--- config.mk ---
export PLATFORM = sky130hd
export DESIGN_NAME = axi_lite_regfile
export DESIGN_NICKNAME = d
export VERILOG_FILES = /design/src/rtl/axi_lite_regfile.sv
export SDC_FILE = /design/constraint.sdc
export NUM_CORES = 1
export LEC_CHECK = 0
export BUFFER_PORTS_ARGS = -buffer_cell sky130_fd_sc_hd__buf_2
export CAP_MARGIN = 10
export CELL_PAD_IN_SITES_DETAIL_PLACEMENT = 0
export CELL_PAD_IN_SITES_GLOBAL_PLACEMENT = 1
export CORE_MARGIN = 1
export CORE_UTILIZATION = 39
export CTS_BUF_LIST = sky130_fd_sc_hd__clkbuf_16
export DETAILED_ROUTE_END_ITERATION = 8
export GPL_TIMING_DRIVEN = 0
export PLACE_DENSITY_LB_ADDON = 0.1
export SETUP_SLACK_MARGIN = 0.4
export SYNTH_ARGS = -nofsm -noshare
export SYNTH_HDL_FRONTEND = slang
export SYNTH_SLANG_ARGS = --single-unit
--- constraint.sdc ---
create_clock -name clk -period 10 [get_ports clk]
set_input_delay 1.5 -clock clk [delete_from_list [all_inputs] [get_ports clk]]
set_output_delay 1.5 -clock clk [all_outputs]
set_load 0.01 [all_outputs]
--- src/rtl/axi_lite_regfile.sv ---
// axi_lite_regfile
//   AXI-Lite slave register bank. Registers 0..NUM_REGS-2 are software
//   read/write. Register NUM_REGS-1 is a read-only status word taken from
//   status_in.
//
//   Optional feature macro: AXIL_REGFILE_WSTRB_EN
//     defined   : w_strb is applied per byte. Unstrobed bytes keep their old value.
//     undefined : w_strb is ignored, and every write replaces the full word.
//
//   Ports
//     clk, rst                  rising-edge clock, async active-high reset
//     aw_* / w_* / b_*          write address / data / response channels
//     ar_* / r_*                read address / data channels
//     status_in                 value returned for register NUM_REGS-1
//     regs_out                  flat copy of the RW registers (slot NUM_REGS-1 = 0)
module axi_lite_regfile #(
  parameter int ADDR_WIDTH = 32,
  parameter int DATA_WIDTH = 32,
  parameter int NUM_REGS   = 8
) (
  input  logic                           clk,
  input  logic                           rst,
  input  logic [ADDR_WIDTH-1:0]          aw_addr,
  input  logic                           aw_valid,
  output logic                           aw_ready,
  input  logic [DATA_WIDTH-1:0]          w_data,
  input  logic [DATA_WIDTH/8-1:0]        w_strb,
  input  logic                           w_valid,
  output logic                           w_ready,
  output logic [1:0]                     b_resp,
  output logic                           b_valid,
  input  logic                           b_ready,
  input  logic [ADDR_WIDTH-1:0]          ar_addr,
  input  logic                           ar_valid,
  output logic                           ar_ready,
  output logic [DATA_WIDTH-1:0]          r_data,
  output logic [1:0]                     r_resp,
  output logic                           r_valid,
  input  logic                           r_ready,
  input  logic [DATA_WIDTH-1:0]          status_in,
  output logic [NUM_REGS*DATA_WIDTH-1:0] regs_out
);

  localparam int STRB_W    = DATA_WIDTH / 8;
  localparam int BYTE_BITS = $clog2(STRB_W);
  localparam int IDX_BITS  = $clog2(NUM_REGS);
  localparam int UA        = ADDR_WIDTH - BYTE_BITS;  // word-address width
  localparam int RO_IDX    = NUM_REGS - 1;
  localparam logic [1:0] RESP_OKAY   = 2'b00;
  localparam logic [1:0] RESP_SLVERR = 2'b10;

  // Only the RW registers are stored. The status slot is a constant zero in regs_out.
  logic [NUM_REGS-2:0][DATA_WIDTH-1:0] regs;

  // ---------------- write path ----------------
  logic                  aw_held, w_held;
  logic [UA-1:0]         aw_word_q;
  logic [DATA_WIDTH-1:0] w_data_q;
  logic                  aw_hs, w_hs, commit;
  logic [UA-1:0]         aw_word;
  logic [DATA_WIDTH-1:0] wr_data, wmask;
  logic [IDX_BITS-1:0]   wr_idx;
  logic                  wr_err;

  assign aw_ready = !aw_held && !b_valid;
  assign w_ready  = !w_held && !b_valid;
  assign aw_hs    = aw_valid && aw_ready;
  assign w_hs     = w_valid && w_ready;

  // A commit may combine a held beat with a beat that is handshaking in the same cycle.
  assign aw_word = aw_held ? aw_word_q : aw_addr[ADDR_WIDTH-1:BYTE_BITS];
  assign wr_data = w_held ? w_data_q : w_data;
  assign commit  = (aw_held || aw_hs) && (w_held || w_hs);
  assign wr_idx  = aw_word[IDX_BITS-1:0];
  assign wr_err  = (|aw_word[UA-1:IDX_BITS]) || (wr_idx == IDX_BITS'(RO_IDX));

`ifdef AXIL_REGFILE_WSTRB_EN
  logic [STRB_W-1:0] w_strb_q, wr_strb;
  assign wr_strb = w_held ? w_strb_q : w_strb;
  always_comb begin
    wmask = '0;
    for (int b = 0; b < STRB_W; b++) wmask[b*8 +: 8] = {8{wr_strb[b]}};
  end
  always_ff @(posedge clk or posedge rst)
    if (rst)       w_strb_q <= '0;
    else if (w_hs) w_strb_q <= w_strb;
  logic unused_addr_bits;
  assign unused_addr_bits = ^{aw_addr[BYTE_BITS-1:0], ar_addr[BYTE_BITS-1:0]};
`else
  assign wmask = '1;
  logic unused_inputs;
  assign unused_inputs = ^{aw_addr[BYTE_BITS-1:0], ar_addr[BYTE_BITS-1:0], w_strb};
`endif

  always_ff @(posedge clk or posedge rst) begin
    if (rst) begin
      aw_held   <= 1'b0;
      w_held    <= 1'b0;
      aw_word_q <= '0;
      w_data_q  <= '0;
      b_valid   <= 1'b0;
      b_resp    <= RESP_OKAY;
    end else begin
      if (aw_hs) aw_word_q <= aw_addr[ADDR_WIDTH-1:BYTE_BITS];
      if (w_hs)  w_data_q  <= w_data;
      // No commit can occur while b_valid is high, because both ready signals are low
      // and the holds are already clear.
      if (b_valid && b_ready) begin
        b_valid <= 1'b0;
      end else if (commit) begin
        aw_held <= 1'b0;
        w_held  <= 1'b0;
        b_valid <= 1'b1;
        b_resp  <= wr_err ? RESP_SLVERR : RESP_OKAY;
      end else begin
        if (aw_hs) aw_held <= 1'b1;
        if (w_hs)  w_held  <= 1'b1;
      end
    end
  end

  always_ff @(posedge clk or posedge rst) begin
    if (rst) begin
      regs <= '0;
    end else if (commit && !wr_err) begin
      for (int i = 0; i < NUM_REGS-1; i++)
        if (wr_idx == IDX_BITS'(i))
          regs[i] <= (regs[i] & ~wmask) | (wr_data & wmask);
    end
  end

  assign regs_out = {{DATA_WIDTH{1'b0}}, regs};

  // ---------------- read path ----------------
  logic [UA-1:0]         ar_word;
  logic [IDX_BITS-1:0]   rd_idx;
  logic                  rd_oor, ar_hs;
  logic [DATA_WIDTH-1:0] rd_val;

  assign ar_ready = !r_valid;
  assign ar_hs    = ar_valid && ar_ready;
  assign ar_word  = ar_addr[ADDR_WIDTH-1:BYTE_BITS];
  assign rd_idx   = ar_word[IDX_BITS-1:0];
  assign rd_oor   = |ar_word[UA-1:IDX_BITS];

  always_comb begin
    rd_val = '0;
    if (!rd_oor) begin
      if (rd_idx == IDX_BITS'(RO_IDX)) rd_val = status_in;
      else
        for (int i = 0; i < NUM_REGS-1; i++)
          if (rd_idx == IDX_BITS'(i)) rd_val = regs[i];
    end
  end

  // The register mux samples the pre-edge regs. A read on the same edge as a
  // write commit therefore returns the old value.
  always_ff @(posedge clk or posedge rst) begin
    if (rst) begin
      r_valid <= 1'b0;
      r_data  <= '0;
      r_resp  <= RESP_OKAY;
    end else if (ar_hs) begin
      r_valid <= 1'b1;
      r_data  <= rd_val;
      r_resp  <= rd_oor ? RESP_SLVERR : RESP_OKAY;
    end else if (r_valid && r_ready) begin
      r_valid <= 1'b0;
    end
  end

endmodule

=== Yosys cells after proc, flatten, opt, wreduce, memory -nomap -nowiden ===
Cells that the tools add are included.

* Register bits after elaboration: 326
* Logic and storage cells: 87

* Equality and inequality tests: 14
* Mux-type cells: 21
* Bitwise logic cells: 1
* Reduce and logical (&&, ||, !) cells: 35

{| class="wikitable"
|+ Operator list
! operator !! count
|-
| $mux W32 || 10
|-
| $reduce_or A27 Y1 || 2
|-
| $mux W30 || 1
|-
| $eq A3 B3 Y1 const B || 8
|-
| $reduce_and A2 Y1 || 10
|-
| $eq A3 B2 Y1 const B || 4
|-
| $logic_and A1 B1 Y1 || 9
|-
| $mux W1 || 8
|-
| $reduce_bool A2 Y1 || 4
|-
| $eq A3 B1 Y1 const B || 2
|-
| $logic_not A3 Y1 || 2
|-
| $logic_not A1 Y1 || 5
|-
| $mux W2 || 2
|-
| $logic_or A1 B1 Y1 || 3
|-
| $not A1 Y1 || 1
|}

=== Longest topological paths before layout ===
* Word-level depth: 10
* Mapped depth: 8
* Gate-level depth less buffers: 5

=== Worst setup path before layout ===
Ideal clock, no wire load.

* Path kind: input -> register
* From: input port aw_addr[11]
* To: register regs (netlist bit regs_out[0])
* Arrival time: 3313 ps
* Data required time: 9875 ps
* Setup slack: 6562 ps
* Cell stages on the path: 7
* Path buffers: 2
* Path through: nor4_1 > nand4_1 > and2_0 > clkbuf_1 > nor4_4 > buf_6 > mux2_4

* Longest elaborated chain between the ends: 6

{| class="wikitable"
|+ Ends and longest elaborated chain
! element !! RTL line !! RTL
|-
| from (decl) || 23 || <nowiki>input logic [ADDR_WIDTH-1:0] aw_addr,</nowiki>
|-
| $mux W30 || 71 || <nowiki>assign aw_word = aw_held ? aw_word_q : aw_addr[ADDR_WIDTH-1:BYTE_BITS];</nowiki>
|-
| $reduce_or A27 Y1 || 75 || <nowiki>assign wr_err = (|aw_word[UA-1:IDX_BITS]) || (wr_idx == IDX_BITS'(RO_IDX));</nowiki>
|-
| $logic_or A1 B1 Y1 || 75 ||
|-
| $logic_not A1 Y1 || 125 || <nowiki>end else if (commit && !wr_err) begin</nowiki>
|-
| $logic_and A1 B1 Y1 || 125 ||
|-
| $reduce_and A2 Y1 (no source line) || -- ||
|-
| to (signal, indexed assignment) || 128 || <nowiki>regs[i] <= (regs[i] & ~wmask) | (wr_data & wmask);</nowiki>
|-
| to (decl) || 53 || <nowiki>logic [NUM_REGS-2:0][DATA_WIDTH-1:0] regs;</nowiki>
|}

Every way passes these cells.
A chain may end at the register's enable or synchronous reset.

=== Worst setup path after layout ===
* From: input port ar_addr[4]
* To: register r_data[15]

* Longest elaborated chain between the ends: 10
* Elaborated cells between the ends (all ways): 17
* Classes of those cells: 7 x eq/ne; 9 x mux; 1 x reduce/logical

{| class="wikitable"
|+ Ends and longest elaborated chain
! element !! RTL line !! RTL
|-
| from (decl) || 33 || <nowiki>input logic [ADDR_WIDTH-1:0] ar_addr,</nowiki>
|-
| $logic_not A3 Y1 || 152 || <nowiki>if (rd_idx == IDX_BITS'(i)) rd_val = regs[i];</nowiki>
|-
| $mux W32 (7 in series) || 152 ||
|-
| $mux W32 (*) || 149 || <nowiki>if (rd_idx == IDX_BITS'(RO_IDX)) rd_val = status_in;</nowiki>
|-
| $mux W32 (*) || 148 || <nowiki>if (!rd_oor) begin</nowiki>
|-
| to (signal assigned) || 165 || <nowiki>r_data <= rd_val;</nowiki>
|-
| to (decl) || 36 || <nowiki>output logic [DATA_WIDTH-1:0] r_data,</nowiki>
|}

Mark *: on every way between the ends. The rest lies on a longest branch, timed or not.

==> metrics.yaml <==
outcome:
  outcome: "complete, no violations"
floorplanning:
  row_count: 73
  initial_core_util_pct: 39.6
  top_level_ports: 436
  core_sq_mm: 0.0399
  die_h_um: 203
  dieWidth_um: 203
  die-area_sq_mm: 0.0414
clock_network:
  cts.sinks: 324
  insertion_delay_ps: 540
  cts_tree: "built"
  htreeDepth: 2
  numCtsBuffers: 38
  cts_buffer_depth: 3
  clock-root-buffer: "clkbuf_16"
  clk_pin_slew_ps: 60
  cts_resized: 0
  post_cts_buffers: 0
  hold_buffers: 0
setup_path:
  worst-endpoint-arrival_ps: 4620
  slowest_stage: "buf_1"
  reg2reg_depth: 7
  r2r_setup_slack_ps: 6940
  endpoint_kind: "flip-flop"
  crit_family: "buffers and inverters"
  reg2reg_from: "aw_held"
  critPathMaxStageDelay_ps: 860
  reg2reg_to: "regs_out[154]"
  critPathMaxFanout: 10
  worst-setup-path-type: "primary input to flip-flop"
  cp_cell_sequence: "clkbuf_1 > buf_1 > buf_1 > clkbuf_1 > nand2_1 > o21ai_0 > o21ai_0"
  worstPathBufferInverterCount: 4
  critical_path_required_ps: 10400
  crit_path_start_kind: "primary input"
pwr:
  p_sw_share_pct: 28.4
  ir_drop_mv: 0.168
  power_switching_mw: 1.01
  p_total_mw: 3.57
  p_clk_share_pct: 38.4
  p_int_mw: 2.55
  leakagePower_nw: 10.2
  p_per_area_mw_per_mm2: 178
  pwr-share-seq_pct: 42.6
  pwr-share-comb_pct: 19.0
yosys:
  synth-seq-cells: 324
  yosysTopAreaCell: "dfrtp_1"
  synth-edff-count: 0
  yosysWarningCount: 0
  synth_area_sq_mm: 0.0158
  synthXorXnorAreaFrac_pct: 0
  ys_types: 43
  synth_fa_ha_area_share_pct: 0
  ys_seq_area_share_pct: 51.2
  avgSynthCellArea_sq_um: 14.5
  synth_area_leaders: "dfrtp_1 51%, mux2_4 20%, mux2_2 9.6%"
  synth-simple-area-share_pct: 4.71
  syn_inst: 1090
  synth_ff_type: "dfrtp_1"
  netlist.area_leader.share_pct: 51.2
  synth_compound_area_share_pct: 5.04
  synthMuxAreaShare_pct: 34.5
  synth_top_family_by_area: "multiplexers"
  ys_async_sr_fraction_pct: 100
drt:
  postRouteAntennaNets: 0
  drtIter0Drc: 442
  routed_wl_um: 51200
  vias: 10900
  dr.pass1.iters: 4
  drc_errors: 0
  avgViaCountPerCell: 5.11
  wire_per_inst_um: 24.1
global_route:
  grt_max_degree: 40
  globalRouteOverflowTotal: 0
  globalRouteTotalUtil_pct: 24.7
  grt_pass1_vias: 11200
  grt_pass1_wl_um: 75000
  grt_antenna_before_repair: 8
final_layout:
  final_cell_mix: "392 x buf_2, 324 x dfrtp_1, 210 x mux2_4, 135 x mux2_2, 90 x o21ai_0"
  fill_cells: 3659
  final-seq-area_sq_mm: 0.00811
  final_layout_size_suffix_gt1_share_pct: 56.4
  final_cells: 2126
  area_growth_pct: 26.4
  multi_input_area_sq_mm: 0.00714
  final_common_cell: "buf_2"
  fin_nets: 1704
timing:
  slew_headroom_pct: 25.3
  period_needed_ps: 4220
  tns_ps: 0
  rsz0062_at_grt: "false"
  setup_viol: 0
  drv_slew: 0
  hold_violations: 0
  clock.fmax_mhz: 237
  skew_ps: 13.9
  min_period_over_period_pct: 42.2
  tightest_slew_ps: 1120
placed_design:
  dp_hpwl_um: 36800
  dp_cells: 2049
  gp_congestion: 0.797
  portBuffers: 392
hold_path:
  hp-class: "flip-flop to flip-flop"
  hold_depth: 2
  hold_end: "r_data[13]"
  hp-start: "r_data[13]"
job:
  maxCapViolCount: 0
==> Yosys cell counts (2+ instances only) <==
cell and instances:
buf_4 35, mux2i_1 2, mux2_4 210, a22o_1 4
nand3_1 2, clkbuf_1 32, nand4_1 4, nand2_1 81
buf_1 14, a32o_1 2, mux2_2 135, nor3_1 4
dfrtp_1 324, nor4_1 17, o21ai_0 90, nor2_1 4
buf_6 21, inv_1 10, mux4_2 34, o22ai_1 30
nand2b_1 5, and2_1 2, a21oi_1 2, nor4_4 7
==> logic make-up (layout without fill, tap and decap cells) <==
group | Yosys count | after routing
compound gates | 137 | 137
mux | 381 | 381
other cells | 1 | 40
simple gates | 135 | 135
buf+inv | 112 | 584
flops | 324 | 324
==> cell type report <==
class / instances / share of cell area (%)
Multi-Input combinational cell: 687 / 35.7
Clock buffer: 41 / 5.13
Sequential cell: 324 / 40.5
Clock inverter: 29 / 1.01
Tap cell: 525 / 3.28
Buffer: 102 / 3.36
Timing Repair Buffer: 402 / 10.7
Inverter: 10 / 0.206
Antenna cell: 6 / 0.0751
==> power groups by stage <==
stage	Sequential, mW	Clock (mW)	Combinational [mW]
finish	1.52	1.37	0.677
global route	1.54	1.45	0.740
CTS	1.52	1.41	0.688
detailed placement	1.54	0	0.687
global placement	1.54	0	0.670
floorplan	1.52	0	0.483
==> through the flow <==
stage	cell area (sq um)	worst slack (ps)	utilization, %	hold slack [ps]
3_3_place_gp	18600	1890	46.5	456
6_report	20000	5780	50.1	469
5_1_grt	20000	5530	50.1	498
2_1_floorplan	16000	4180	-	473
4_1_cts	20000	5610	50.0	477
3_5_place_dp	18700	5050	47.0	465
==> how the worst max path moves through the flow <==
stage | start | slack [ps] | to | cells past startpoint
2_1_floorplan | rst | 4180 | aw_held | 1
3_3_place_gp | rst | 1890 | regs_out[132] | 2
3_5_place_dp | ar_addr[4] | 5050 | r_data[10] | 6
4_1_cts | ar_addr[4] | 5610 | r_data[10] | 6
5_1_grt | ar_addr[4] | 5530 | r_data[15] | 6
6_report | ar_addr[4] | 5780 | r_data[15] | 7
==> state kept, by name, indices dropped and copies added, names as in the netlist <==
signal and flops:
aw_held 1, aw_word_q 30, b_resp 1, b_valid 1, r_data 32, r_resp 1, r_valid 1, regs_out 224
w_data_q 32, w_held 1
==> worst register-to-register path, delay by kind of cell, from the launching register on <==
family,cells,cell delay [ps]
flops,1,360
buf+inv,2,480
simple gates,3,1650
mux,1,330
compound gates,1,120
==> metal layers <==
metal  track usage (%)  up-vias  part of all wire, %
li1                  -     4890                    -
met1              34.4     5583                   45
met2              38.9      326                   46
met3              5.45       71                  6.3
met4              6.36        4                  2.0
met5                 0        -                0.061
(Power assumes the default switching activity.)
